### config.mk
export PLATFORM = sky130hd
export DESIGN_NAME = ysyx_041461_lsu
export DESIGN_NICKNAME = d
export VERILOG_FILES = /design/src/rtl/ysyx_041461_lsu.sv
export SDC_FILE = /design/constraint.sdc
export NUM_CORES = 1
export LEC_CHECK = 0
export CORE_AREA = 2 2 356 358
export CTS_BUF_LIST = sky130_fd_sc_hd__clkbuf_4
export CTS_CLUSTER_DIAMETER = 100
export DETAILED_ROUTE_END_ITERATION = 12
export DIE_AREA = 0 0 358 360
export DONT_BUFFER_PORTS = 1
export PLACE_DENSITY_LB_ADDON = 0.1
export SYNTH_ARGS = -nofsm -noshare
export SYNTH_HDL_FRONTEND = slang
export SYNTH_SLANG_ARGS = --single-unit
### constraint.sdc
create_clock -name clk -period 4 [get_ports clk]
set_clock_uncertainty 0.15 [all_clocks]
set_input_delay 0.8 -clock clk [delete_from_list [all_inputs] [get_ports clk]]
set_output_delay 0.8 -clock clk [all_outputs]
set_load 0.02 [all_outputs]
### src/rtl/ysyx_041461_lsu.sv
// ysyx_041461 load/store stage between EXE and WB.
// Ports: EXE_* handshake in, mem_* bus master, WB_* single-cycle result, mem_misalign pulse.
module ysyx_041461_lsu (
    input  logic        clk,
    input  logic        rst,
    input  logic        EXE_valid,
    output logic        EXE_ready,
    input  logic [63:0] EXE_result,
    input  logic [63:0] EXE_store_data,
    input  logic [3:0]  EXE_mem_ctrl,
    input  logic [4:0]  EXE_rd,
    input  logic [4:0]  EXE_rs1,
    input  logic [11:0] EXE_csr,
    input  logic [63:0] EXE_imm,
    input  logic [63:0] EXE_zimm,
    input  logic [63:0] EXE_pc,
    input  logic [3:0]  EXE_wb_ctrl,
    output logic        mem_req,
    output logic        mem_wen,
    output logic [63:0] mem_addr,
    output logic [63:0] mem_wdata,
    output logic [7:0]  mem_wmask,
    input  logic        mem_ack,
    input  logic [63:0] mem_rdata,
    output logic        WB_valid,
    output logic [63:0] WB_EXE_in,
    output logic [63:0] WB_MEM_in,
    output logic [4:0]  WB_rd,
    output logic [4:0]  WB_rs1,
    output logic [11:0] WB_csr,
    output logic [63:0] WB_imm,
    output logic [63:0] WB_zimm,
    output logic [63:0] WB_pc,
    output logic [3:0]  WB_ctrl,
    output logic        mem_misalign
);

    typedef enum logic {S_IDLE, S_BUS} state_t;

    state_t      r_state;
    logic [2:0]  r_off;
    logic [3:0]  r_mem_ctrl;

    // Access size: 0 byte, 1 half, 2 word, 3 double.
    function automatic logic [1:0] f_size(input logic [3:0] c);
        case (c)
            4'h1, 4'h5, 4'h8: f_size = 2'd0;
            4'h2, 4'h6, 4'h9: f_size = 2'd1;
            4'h3, 4'h7, 4'hA: f_size = 2'd2;
            default:          f_size = 2'd3;
        endcase
    endfunction

    logic        w_accept;
    logic        w_exe_load;
    logic        w_exe_store;
    logic [1:0]  w_exe_size;
    logic        w_misalign;
    logic [7:0]  w_mask_base;
    logic [7:0]  w_wmask;
    logic [63:0] w_wdata;
    logic        w_r_load;
    logic        w_r_uns;
    logic [63:0] w_lane;
    logic [63:0] w_load_data;

    assign EXE_ready   = (r_state == S_IDLE);
    assign w_accept    = EXE_valid && EXE_ready;
    assign w_exe_load  = (EXE_mem_ctrl >= 4'h1) && (EXE_mem_ctrl <= 4'h7);
    assign w_exe_store = (EXE_mem_ctrl >= 4'h8) && (EXE_mem_ctrl <= 4'hB);
    assign w_exe_size  = f_size(EXE_mem_ctrl);
    assign w_wmask     = w_mask_base << EXE_result[2:0];
    assign w_wdata     = EXE_store_data << {EXE_result[2:0], 3'b000};
    assign w_r_load    = (r_mem_ctrl >= 4'h1) && (r_mem_ctrl <= 4'h7);
    assign w_r_uns     = (r_mem_ctrl >= 4'h5) && (r_mem_ctrl <= 4'h7);
    assign w_lane      = mem_rdata >> {r_off, 3'b000};

    always_comb begin
        w_misalign  = 1'b0;
        w_mask_base = 8'hFF;
        case (w_exe_size)
            2'd0: w_mask_base = 8'h01;
            2'd1: begin
                w_mask_base = 8'h03;
                w_misalign  = EXE_result[0];
            end
            2'd2: begin
                w_mask_base = 8'h0F;
                w_misalign  = |EXE_result[1:0];
            end
            default: w_misalign = |EXE_result[2:0];
        endcase
    end

    // Sign bit is masked off for the unsigned load variants.
    always_comb begin
        w_load_data = w_lane;
        case (f_size(r_mem_ctrl))
            2'd0: w_load_data = {{56{w_lane[7] & ~w_r_uns}}, w_lane[7:0]};
            2'd1: w_load_data = {{48{w_lane[15] & ~w_r_uns}}, w_lane[15:0]};
            2'd2: w_load_data = {{32{w_lane[31] & ~w_r_uns}}, w_lane[31:0]};
            default: w_load_data = w_lane;
        endcase
    end

    always_ff @(posedge clk) begin
        if (rst) begin
            r_state      <= S_IDLE;
            r_off        <= 3'd0;
            r_mem_ctrl   <= 4'd0;
            mem_req      <= 1'b0;
            mem_wen      <= 1'b0;
            mem_addr     <= 64'd0;
            mem_wdata    <= 64'd0;
            mem_wmask    <= 8'd0;
            mem_misalign <= 1'b0;
            WB_valid     <= 1'b0;
            WB_EXE_in    <= 64'd0;
            WB_MEM_in    <= 64'd0;
            WB_rd        <= 5'd0;
            WB_rs1       <= 5'd0;
            WB_csr       <= 12'd0;
            WB_imm       <= 64'd0;
            WB_zimm      <= 64'd0;
            WB_pc        <= 64'd0;
            WB_ctrl      <= 4'd0;
        end else begin
            WB_valid     <= 1'b0;
            mem_misalign <= 1'b0;
            case (r_state)
                S_IDLE: begin
                    if (w_accept) begin
                        WB_EXE_in  <= EXE_result;
                        WB_MEM_in  <= 64'd0;
                        WB_rd      <= EXE_rd;
                        WB_rs1     <= EXE_rs1;
                        WB_csr     <= EXE_csr;
                        WB_imm     <= EXE_imm;
                        WB_zimm    <= EXE_zimm;
                        WB_pc      <= EXE_pc;
                        WB_ctrl    <= EXE_wb_ctrl;
                        r_off      <= EXE_result[2:0];
                        r_mem_ctrl <= EXE_mem_ctrl;
                        if (!(w_exe_load || w_exe_store)) begin
                            WB_valid <= 1'b1;
                        end else if (w_misalign) begin
                            // Dropped access retires as a NOP.
                            WB_valid     <= 1'b1;
                            WB_ctrl      <= 4'h0;
                            mem_misalign <= 1'b1;
                        end else begin
                            r_state   <= S_BUS;
                            mem_req   <= 1'b1;
                            mem_wen   <= w_exe_store;
                            mem_addr  <= {EXE_result[63:3], 3'b000};
                            mem_wdata <= w_exe_store ? w_wdata : 64'd0;
                            mem_wmask <= w_exe_store ? w_wmask : 8'd0;
                        end
                    end
                end
                S_BUS: begin
                    if (mem_ack) begin
                        r_state   <= S_IDLE;
                        mem_req   <= 1'b0;
                        mem_wen   <= 1'b0;
                        WB_valid  <= 1'b1;
                        WB_MEM_in <= w_r_load ? w_load_data : 64'd0;
                    end
                end
                default: r_state <= S_IDLE;
            endcase
        end
    end

endmodule

# Word level (Yosys, flattened, before mapping)
# Memory sizes are Yosys's and may differ from the RTL's. A register that Yosys moved wholly into a read port is not among the register bits.
# Index checks and enable logic that the tools add are counted.
# classes
n_mux	32
bitwise_logic	8
eq_ne	8
shift	3
n_reduce_logical	15
magnitude_cmp	7
# ops
operator	count
64-bit two-way mux	4
64-bit one-hot mux with 3 select lines	1
64-bit one-hot mux with 2 select lines	1
64-bit by 6-bit << shifter with 64-bit output	1
64-bit by 6-bit right shift with 64-bit output	1
8-bit one-hot mux with 3 select lines	1
4-bit two-way mux	4
1-bit two-way mux	15
4-bit by 1-bit greater-or-equal comparator with 1-bit output (second input constant)	2
4-bit by 3-bit <= comparator with 1-bit output (second input constant)	2
8-bit two-way mux	1
1-bit one-hot mux with 2 select lines	4
4-bit AND reduction	2
8-bit by 3-bit << shifter with 8-bit output	1
1-bit logical AND	5
1-bit inverter	5
2-bit by 1-bit equality test with 1-bit output (second input constant)	2
2-bit equality test (second input constant)	2
4-bit by 3-bit greater-or-equal comparator with 1-bit output (second input constant)	1
4-bit greater-or-equal comparator (second input constant)	1
4-bit <= comparator (second input constant)	1
2-bit zero test	2
2-bit by 1-bit inequality test with 1-bit output (second input constant)	2
2-bit inequality test (second input constant)	2
7 further kinds	10
# word_totals
out_inout_bits	487
in_bits	418
mem_count	2
elab_cells	94
romBits	64
regBits	491
# mem_list
memory	depth	word_bits	rd	rd_clocked_by_memory_dff	wr	line_no	source
(name not given)	16	2	1	1	0	46	case (c)
(name not given)	16	2	1	0	0	46	

# Logic depth before layout (Yosys ltp)
# Gate-level depths: netlist of the first run.
# logic_depth
ltp_word	8
mapped_depth	10
depth_no_buf	7

# Worst setup path after synthesis of the first run
# OpenSTA, ideal clock, no wires.
# synth_timing
kind	input to register
from	input EXE_mem_ctrl[0]
to	register mem_wdata[45]
n_path_buf	3
setup_time_ps	68
cell_stages	8
setup_slack_ps	1326
t_required_ps	3782
arrival_ps	2456
cell_sequence	buf_6 > or4b_4 > nand3_2 > nand3_2 > or4_1 > buf_2 > buf_6 > o2bb2ai_2
# synth_via
elab_chain_len	5
elab_cells_between_ends	15
cone_classes	order compare (4); eq/ne (2); mux (2); bitwise (1); reduce/logical (5); memory (1)
# synth_lines
element	line_no	source
start, declared	10	input logic [3:0] EXE_mem_ctrl,
memory 16 x 2 bit	-	
2-bit equality test (tied with other cells)	81	case (w_exe_size)
1-bit one-hot mux with 3 select lines	81	
1-bit inverter (no source line)	-	
4-bit AND reduction (no source line)	-	
end signal, assigned	156	mem_wdata <= w_exe_store ? w_wdata : 64'd0;
end, declared	21	output logic [63:0] mem_wdata,
# Several ways; a longest one is shown, not always the timed one.
# A chain may end at the register's enable or synchronous reset.

# Worst setup path after layout of the first run
# layout_timing
from	input EXE_mem_ctrl[1]
to	register WB_ctrl[2]
# layout_via
elab_chain_len	5
elab_cells_between_ends	14
cone_classes	order compare (4); eq/ne (2); mux (3); reduce/logical (4); memory (1)
# layout_lines
element	line_no	source
memory 16 x 2 bit	-	
2-bit equality test (tied with other cells)	81	
1-bit one-hot mux with 3 select lines	81	
4-bit two-way mux	146	end else if (w_misalign) begin
4-bit two-way mux *	144	if (!(w_exe_load || w_exe_store)) begin
end signal, assigned	141	WB_ctrl <= EXE_wb_ctrl;
end, declared	34	output logic [3:0] WB_ctrl,
# Every way passes the cells marked *; elsewhere a longest branch is shown, timed or not.

==> flow_summary.json, run 1 <==
{
  "outcome": "finished, final reports clean",
  "cp-start-kind": "input port",
  "cts_inserted_buffers": 157,
  "setup_ws_ns": 0.328,
  "syn_area_sq_um": 20500,
  "fin_crit_ns": 3.67,
  "grt.overflow.total": 0,
  "reg2reg_slack_ns": 0.38,
  "via_per_inst": 4.37,
  "grt_pass1_vias": 21836,
  "met2_length_mm": 57.9,
  "clk_latency_ns": 1.08,
  "finalSetupViolations": 0,
  "synthFlopType": "dfxtp_1",
  "num_io_pins": 905,
  "drc": 0,
  "cp_max_fo": 5,
  "num_rows": 130,
  "cts_resized": 0,
  "hold_viol": 0,
  "synth_cells": 2448,
  "core_sq_um": 125000,
  "tns_ns": 0,
  "syn_avg_cell_area_sq_um": 8.39,
  "cpMostUsedCell": "dlygate4sd3_1",
  "path_class": "input port to register",
  "htree_levels": 4,
  "met3_length_mm": 11.7,
  "fp.dieW_microns": 358,
  "grt_pass1_wl_mm": 165,
  "synth_area_leaders": "dfxtp_1 48%, nand2_1 15%, a21oi_1 10%",
  "leakage_nw": 11.6,
  "worstHoldPathType": "input port to register",
  "dp_hpwl_mm": 81.0,
  "timing.fmax_ghz": 0.272,
  "end_kind": "register",
  "hold_start": "mem_rdata[39]",
  "worstHoldPathCells": 4,
  "routed_wirelength_mm": 118,
  "synth_seq_cells": 490,
  "cp.required_ns": 4.88,
  "antenna_found_initial": 31,
  "synth.top_cell.area_share_pct": 47.8,
  "slew_viol_final": 0,
  "synth-async-reset-ratio_pct": 0,
  "fillers": 13725,
  "ff2ff_path_depth": 7,
  "seqCellArea_sq_um": 9810,
  "start_util_pct": 16.4,
  "grt_start_max_net_pins": 217,
  "firstDrtPassIters": 6,
  "rsz0062_at_grt": "no",
  "fin_nets": 3546,
  "drive_above_1_share_pct": 12.5,
  "ys_warn_count": 0,
  "rr_startpoint": "WB_EXE_in[0]",
  "power_density_nw_per_um2": 409,
  "ys_seq_area_share_pct": 47.8,
  "cap_violations": 0,
  "drt-initial-drc-count": 1448,
  "root_buffer": "clkbuf_4",
  "cp_num_buf_inv": 5,
  "crit-reg2reg-capture": "WB_MEM_in[11]",
  "worst_pin_slew_ns": 1.15,
  "yosysTopAreaCell": "dfxtp_1",
  "cts_sinks": 490,
  "met1Wirelength_mm": 44.5,
  "vias": 21448,
  "ctsHoldBuffers": 697,
  "post-synth-top-count-cell": "nand2_1",
  "cp_data_arrival_time_ns": 4.55,
  "holdPathEnd": "WB_MEM_in[15]",
  "max-clock-path-buffers": 3,
  "place_worst_setup_slack_ns": 0.847,
  "dieArea_sq_um": 129000,
  "crit_slowest_cell": "dlygate4sd3_1",
  "finalCritPeriodShare_pct": 91.8,
  "clk_pin_slew_ns": 0.06,
  "gp_congestion": 0.875,
  "setup.worst_path.start": "EXE_mem_ctrl[1]",
  "areaGrowthSynthToFinish_pct": 51.2,
  "synthTopCellsByCount": "794 x nand2_1, 490 x dfxtp_1, 414 x a21oi_1",
  "max_stage_delay_ns": 0.70,
  "post_cts_buffers": 0,
  "relSlewSlack_pct": 23.0,
  "highest_layer": "met5",
  "post_drt_wl_per_cell_microns": 24.1,
  "ys_types": 67,
  "io_buffers": 0,
  "cp_cell_sequence": "dlygate4sd3_1 -> inv_1 -> ha_1 -> nand3b_1 -> nand3_2 -> dlygate4sd3_1 -> nand3_2 -> a211oi_1 -> buf_4 -> a22o_1 -> dlygate4sd3_1",
  "final_antenna_net_count": 0,
  "synth_edf_count": 0,
  "crit_family": "buffers and inverters",
  "fp.dieH_microns": 360,
  "multi_input_area_sq_um": 9820,
  "cts_tree": "done",
  "ir_worst_vdd_mv": 0.241,
  "grt_usage_pct": 17.6
}
[per-layer routing]
metal	GRT usage, %	vias up
met5	0	-
met4	6.48	16
met1	19.4	10349
li1	-	9859
met2	29.9	996
met3	7.62	228
[final cells by class]
| class | count | share of cell area, % |
|---|---|---|
| multi-input combinational | 1741 | 31.7 |
| sequential | 490 | 31.6 |
| tap | 1650 | 6.65 |
| clock inverter | 43 | 0.782 |
| clock buffer | 217 | 5.25 |
| antenna | 27 | 0.218 |
| timing repair buffer | 727 | 23.7 |
| inverter | 9 | 0.109 |
[registers in the layout, indices dropped and copies added, names as in the netlist, 5 cells and up, named ones only]
name,count
WB_MEM_in,64
WB_imm,64
WB_zimm,64
WB_EXE_in,64
WB_csr,12
WB_rd,5
WB_pc,64
mem_wdata,64
mem_addr,61
mem_wmask,8
WB_rs1,5
[through the flow]
step	hold WS, ns	utilization, %	instance area [sq um]	power, mW	instances
6_report	0.192	24.8	31000	12.7	4904
3_3_place_gp	0.354	17.6	22000	6.92	3920
4_1_cts	0.00474	24.8	31000	13.0	4877
5_1_grt	0.00364	24.8	31000	13.4	4899
2_1_floorplan	0.308	-	20500	6.50	2450
3_5_place_dp	0.348	17.6	22000	6.93	3920
[cells in the final DEF (no fill, tap or decap), types with 4 or more instances in the layout]
| master | n |
|---|---|
| nand2_1 | 794 |
| dlygate4sd3_1 | 693 |
| dfxtp_1 | 488 |
| a21oi_1 | 414 |
| clkbuf_4 | 217 |
| mux2i_1 | 74 |
| nor2_1 | 51 |
| mux4_2 | 46 |
| nand3_1 | 46 |
| o21ai_0 | 41 |
| mux2_2 | 31 |
| clkinv_1 | 30 |
| o21ai_2 | 30 |
| diode_2 | 27 |
| nor3_1 | 26 |
| buf_4 | 23 |
| a32oi_1 | 16 |
| a221oi_1 | 16 |
| o2bb2ai_1 | 14 |
| a22oi_1 | 12 |
| a22o_1 | 11 |
| a211oi_1 | 11 |
| nor2b_1 | 10 |
| o21ai_1 | 10 |
| o2bb2ai_2 | 10 |
| o31ai_1 | 8 |
| inv_1 | 7 |
| a221o_1 | 7 |
| buf_12 | 7 |
| a32o_1 | 5 |
| nand2b_1 | 5 |
| nor3b_1 | 4 |
| nor2_2 | 4 |
| inv_6 | 4 |
| buf_16 | 4 |
[power by group]
group / internal [mW] / total [mW] / switching [mW]
clock network: 2.56 / 5.11 / 2.55
registers: 5.11 / 5.64 / 0.529
logic: 0.927 / 1.96 / 1.03
[kinds of logic (layout without fill, tap and decap cells)]
kind of cell / Yosys count / after routing / synth area share, %
and+or+nand+nor: 963 / 963 / 18.9
xor gates and xnor gates: 1 / 1 / 0.0427
other: 1 / 30 / 0.0183
adders and majority gates: 2 / 2 / 0.122
buffers and inverters: 219 / 996 / 4.54
muxes: 152 / 152 / 10.4
DFF: 490 / 490 / 47.8
AOI/OAI and AO/OA: 620 / 620 / 18.2
[worst register-to-register path, stage by stage (launching register included)]
cell	delay, ns
dfxtp_2	0.45
buf_4	0.63
mux4_2	0.61
dlygate4sd3_1	0.58
nand2_1	0.07
o21ai_0	0.11
dlygate4sd3_1	0.61
a221o_1	0.32
[worst max path at each step]
stage	end	slack (ns)	cells past startpoint
after floorplan	mem_wdata[45]	1.33	8
after CTS	WB_MEM_in[11]	0.39	7
after global routing	WB_MEM_in[11]	0.23	7
final	WB_ctrl[2]	0.33	11
after detailed placement	mem_wmask[2]	0.85	8
after global placement	mem_wdata[19]	0.96	8
No activity file was read; power rests on OpenSTA's default activity.
==> run 2: changes to the inputs <==
- clock period: 4 -> 3.4 ns (I/O delays scaled with it)
==> run 2 against run 1 <==
The flow now stops in clock tree synthesis. Synthesized area unchanged. Synthesized cell count unchanged.
==> flow_summary.json, run 2 <==
{
  "htree_levels": 4,
  "root_buffer": "clkbuf_4",
  "synth_cells": 2448,
  "ys_seq_area_share_pct": 47.8,
  "num_rows": 130,
  "post_cts_buffers": 0,
  "fp.dieH_microns": 360,
  "syn_avg_cell_area_sq_um": 8.39,
  "synth_area_leaders": "dfxtp_1 48%, nand2_1 15%, a21oi_1 10%",
  "cts_resized": 0,
  "io_buffers": 0,
  "max-clock-path-buffers": 3,
  "synthFlopType": "dfxtp_1",
  "num_io_pins": 905,
  "synthTopCellsByCount": "794 x nand2_1, 490 x dfxtp_1, 414 x a21oi_1",
  "ys_types": 67,
  "post-synth-top-count-cell": "nand2_1",
  "place_worst_setup_slack_ns": 0.429,
  "synth.top_cell.area_share_pct": 47.8,
  "synth-async-reset-ratio_pct": 0,
  "fp.dieW_microns": 358,
  "syn_area_sq_um": 20500,
  "outcome": "did not finish",
  "synth_seq_cells": 490,
  "ys_warn_count": 0,
  "cts_inserted_buffers": 158,
  "yosysTopAreaCell": "dfxtp_1",
  "cts_sinks": 490,
  "lastStage": "clock tree synthesis",
  "ctsHoldBuffers": 842,
  "placed_cells": 3932,
  "gp_congestion": 0.864,
  "dp_hpwl_mm": 79.8,
  "stop_error": "[ERROR RSZ-0060] Max buffer count reached.",
  "synth_edf_count": 0,
  "start_util_pct": 16.4
}
[run 2: cell counts after synthesis]
Identical to the previous run, type by type.
[run 2: cells by family after synthesis]
family,share of synthesized area (%)
mux,10.4
compound gates,18.2
buf+inv,4.54
simple gates,18.9
flops,47.8
xor+xnor,0.0427
fa+ha+maj,0.122
other cells,0.0183
[run 2: through the flow]
| stage | utilization, % | cell area (sq um) |
|---|---|---|
| floorplan | - | 20500 |
| global placement | 17.8 | 22200 |
| detailed placement | 17.8 | 22200 |
==> run 3: changes to the inputs <==
- CORE_AREA: 2 2 356 358 -> 2 2 354 356
- CTS_BUF_LIST: sky130_fd_sc_hd__clkbuf_4 -> default
- CTS_CLUSTER_DIAMETER: 100 -> default
- DIE_AREA: 0 0 358 360 -> 0 0 356 358
- PLACE_DENSITY_LB_ADDON: 0.1 -> 0.15
==> run 3 against run 2 <==
The run now ends clean.
==> flow_summary.json, run 3 (synthesis results as in run 1) <==
{
  "routed_wirelength_mm": 105,
  "leakage_nw": 9.54,
  "grt_pass1_wl_mm": 144,
  "antenna_found_initial": 14,
  "via_per_inst": 4.41,
  "top_usage_layer": "met2",
  "relSlewSlack_pct": 21.0,
  "cp.required_ns": 3.81,
  "post_drt_wl_per_cell_microns": 24.4,
  "rr_startpoint": "WB_EXE_in[2]",
  "timing.fmax_ghz": 0.373,
  "worstHoldPathType": "input port to register",
  "hold_start": "mem_ack",
  "crit-reg2reg-capture": "WB_MEM_in[29]",
  "grt_start_max_net_pins": 367,
  "final_antenna_net_count": 0,
  "cts_sinks": 490,
  "dieArea_sq_um": 127000,
  "worst_pin_slew_ns": 1.18,
  "power_density_nw_per_um2": 571,
  "ir_worst_vdd_mv": 0.329,
  "cts_tree": "done",
  "hold_viol": 0,
  "holdPathEnd": "r_state",
  "fillers": 13673,
  "outcome": "finished, final reports clean",
  "fp.dieH_microns": 358,
  "drive_above_1_share_pct": 10.6,
  "ff2ff_path_depth": 6,
  "gp_congestion": 0.885,
  "fp.dieW_microns": 356,
  "fin_area_sq_um": 27000,
  "dp_hpwl_mm": 77.5,
  "clk_pin_slew_ns": 0.06,
  "root_buffer": "clkbuf_16",
  "drt-initial-drc-count": 1364,
  "tns_ns": 0,
  "num_rows": 129,
  "end_kind": "register",
  "drc": 0,
  "reg2reg_slack_ns": 0.72,
  "met1_usage_pct": 17.7,
  "areaGrowthSynthToFinish_pct": 31.6,
  "io_buffers": 0,
  "cap_violations": 0,
  "finalSetupViolations": 0,
  "rsz0062_at_grt": "no",
  "cp_data_arrival_time_ns": 3.10,
  "cts_inserted_buffers": 67,
  "num_io_pins": 905,
  "grt.overflow.total": 0,
  "cp-start-kind": "register",
  "grt_use_met3_pct": 5.81,
  "firstDrtPassIters": 6,
  "htree_levels": 3,
  "clk_latency_ns": 0.65,
  "vias": 19019,
  "path_class": "register to register",
  "worstHoldPathCells": 2,
  "core_sq_um": 123000,
  "grt_use_met2_pct": 27.0,
  "fin_crit_ns": 2.68,
  "total_power_mw": 15.4,
  "max-clock-path-buffers": 3,
  "start_util_pct": 16.6,
  "final_cell_mix": "794 x nand2_1, 488 x dfxtp_1, 414 x a21oi_1",
  "slew_viol_final": 0,
  "grt_usage_pct": 15.6,
  "place_area_sq_um": 22200,
  "grt_pass1_vias": 18567,
  "fin_nets": 3038,
  "finalCritPeriodShare_pct": 78.9,
  "final_common_cell": "nand2_1",
  "cp_max_fo": 26
}
==> run 3: how the worst max path moves through the flow <==
stage | startpoint | end | cells past startpoint
3_3_place_gp | EXE_mem_ctrl[1] | WB_ctrl[0] | 8
2_1_floorplan | EXE_mem_ctrl[0] | mem_wdata[45] | 8
3_5_place_dp | EXE_mem_ctrl[1] | WB_ctrl[0] | 8
5_1_grt | WB_EXE_in[2] | WB_MEM_in[29] | 6
4_1_cts | WB_EXE_in[2] | WB_MEM_in[29] | 6
6_report | WB_EXE_in[2] | WB_MEM_in[29] | 6
==> run 3: report_power, final <==
| part | total, mW | internal (mW) | switching (mW) | leakage [nW] |
|---|---|---|---|---|
| combinational | 1.67 | 0.709 | 0.957 | 4.48 |
| clock | 7.16 | 4.24 | 2.92 | 1.06 |
| sequential | 6.60 | 6.01 | 0.591 | 4.01 |
| total | 15.4 | 11.0 | 4.47 | 9.54 |
==> run 3: routing by layer <==
layer | vias up | routed length (microns)
met5 | - | 69
met2 | 883 | 52700
met3 | 127 | 10700
met1 | 9240 | 39300
li1 | 8759 | -
met4 | 10 | 2450
==> run 3: layout make-up <==
class | instances | area (sq um) | share of cell area [%]
Timing Repair Buffer | 309 | 3110 | 11.5
Inverter | 9 | 33.8 | 0.125
Multi-Input combinational cell | 1741 | 9820 | 36.3
Clock buffer | 97 | 1920 | 7.11
Sequential cell | 490 | 9810 | 36.3
Antenna cell | 8 | 20.0 | 0.0741
Tap cell | 1637 | 2050 | 7.58
Clock inverter | 19 | 253 | 0.935
==> run 3: what timing repair did <==
action,CTS,global route
hold buffers,263,0
endpoints found under the hold margin,326,0
gates resized for setup,0,0
setup buffers,0,0
setup endpoints to repair,0,0
==> run 3: critical path, stage by stage, from the launching register on <==
cell	delay, ns
dfxtp_1	0.44
buf_4	0.41
nor3b_1	1.00
nand2_1	0.10
o21ai_0	0.24
a32oi_1	0.16
o21ai_0	0.09
==> run 3: per-stage QoR <==
step / hold slack, ns / util [%] / instances / setup WS (ns)
after floorplan: 0.308 / - / 2450 / 0.846
after global placement: 0.354 / 18.0 / 3923 / 0.524
after detailed placement: 0.361 / 18.0 / 3923 / 0.473
after CTS: 0.00273 / 21.9 / 4302 / 0.609
after global routing: 0.0386 / 21.9 / 4305 / 0.548
final: 0.0828 / 21.9 / 4310 / 0.716
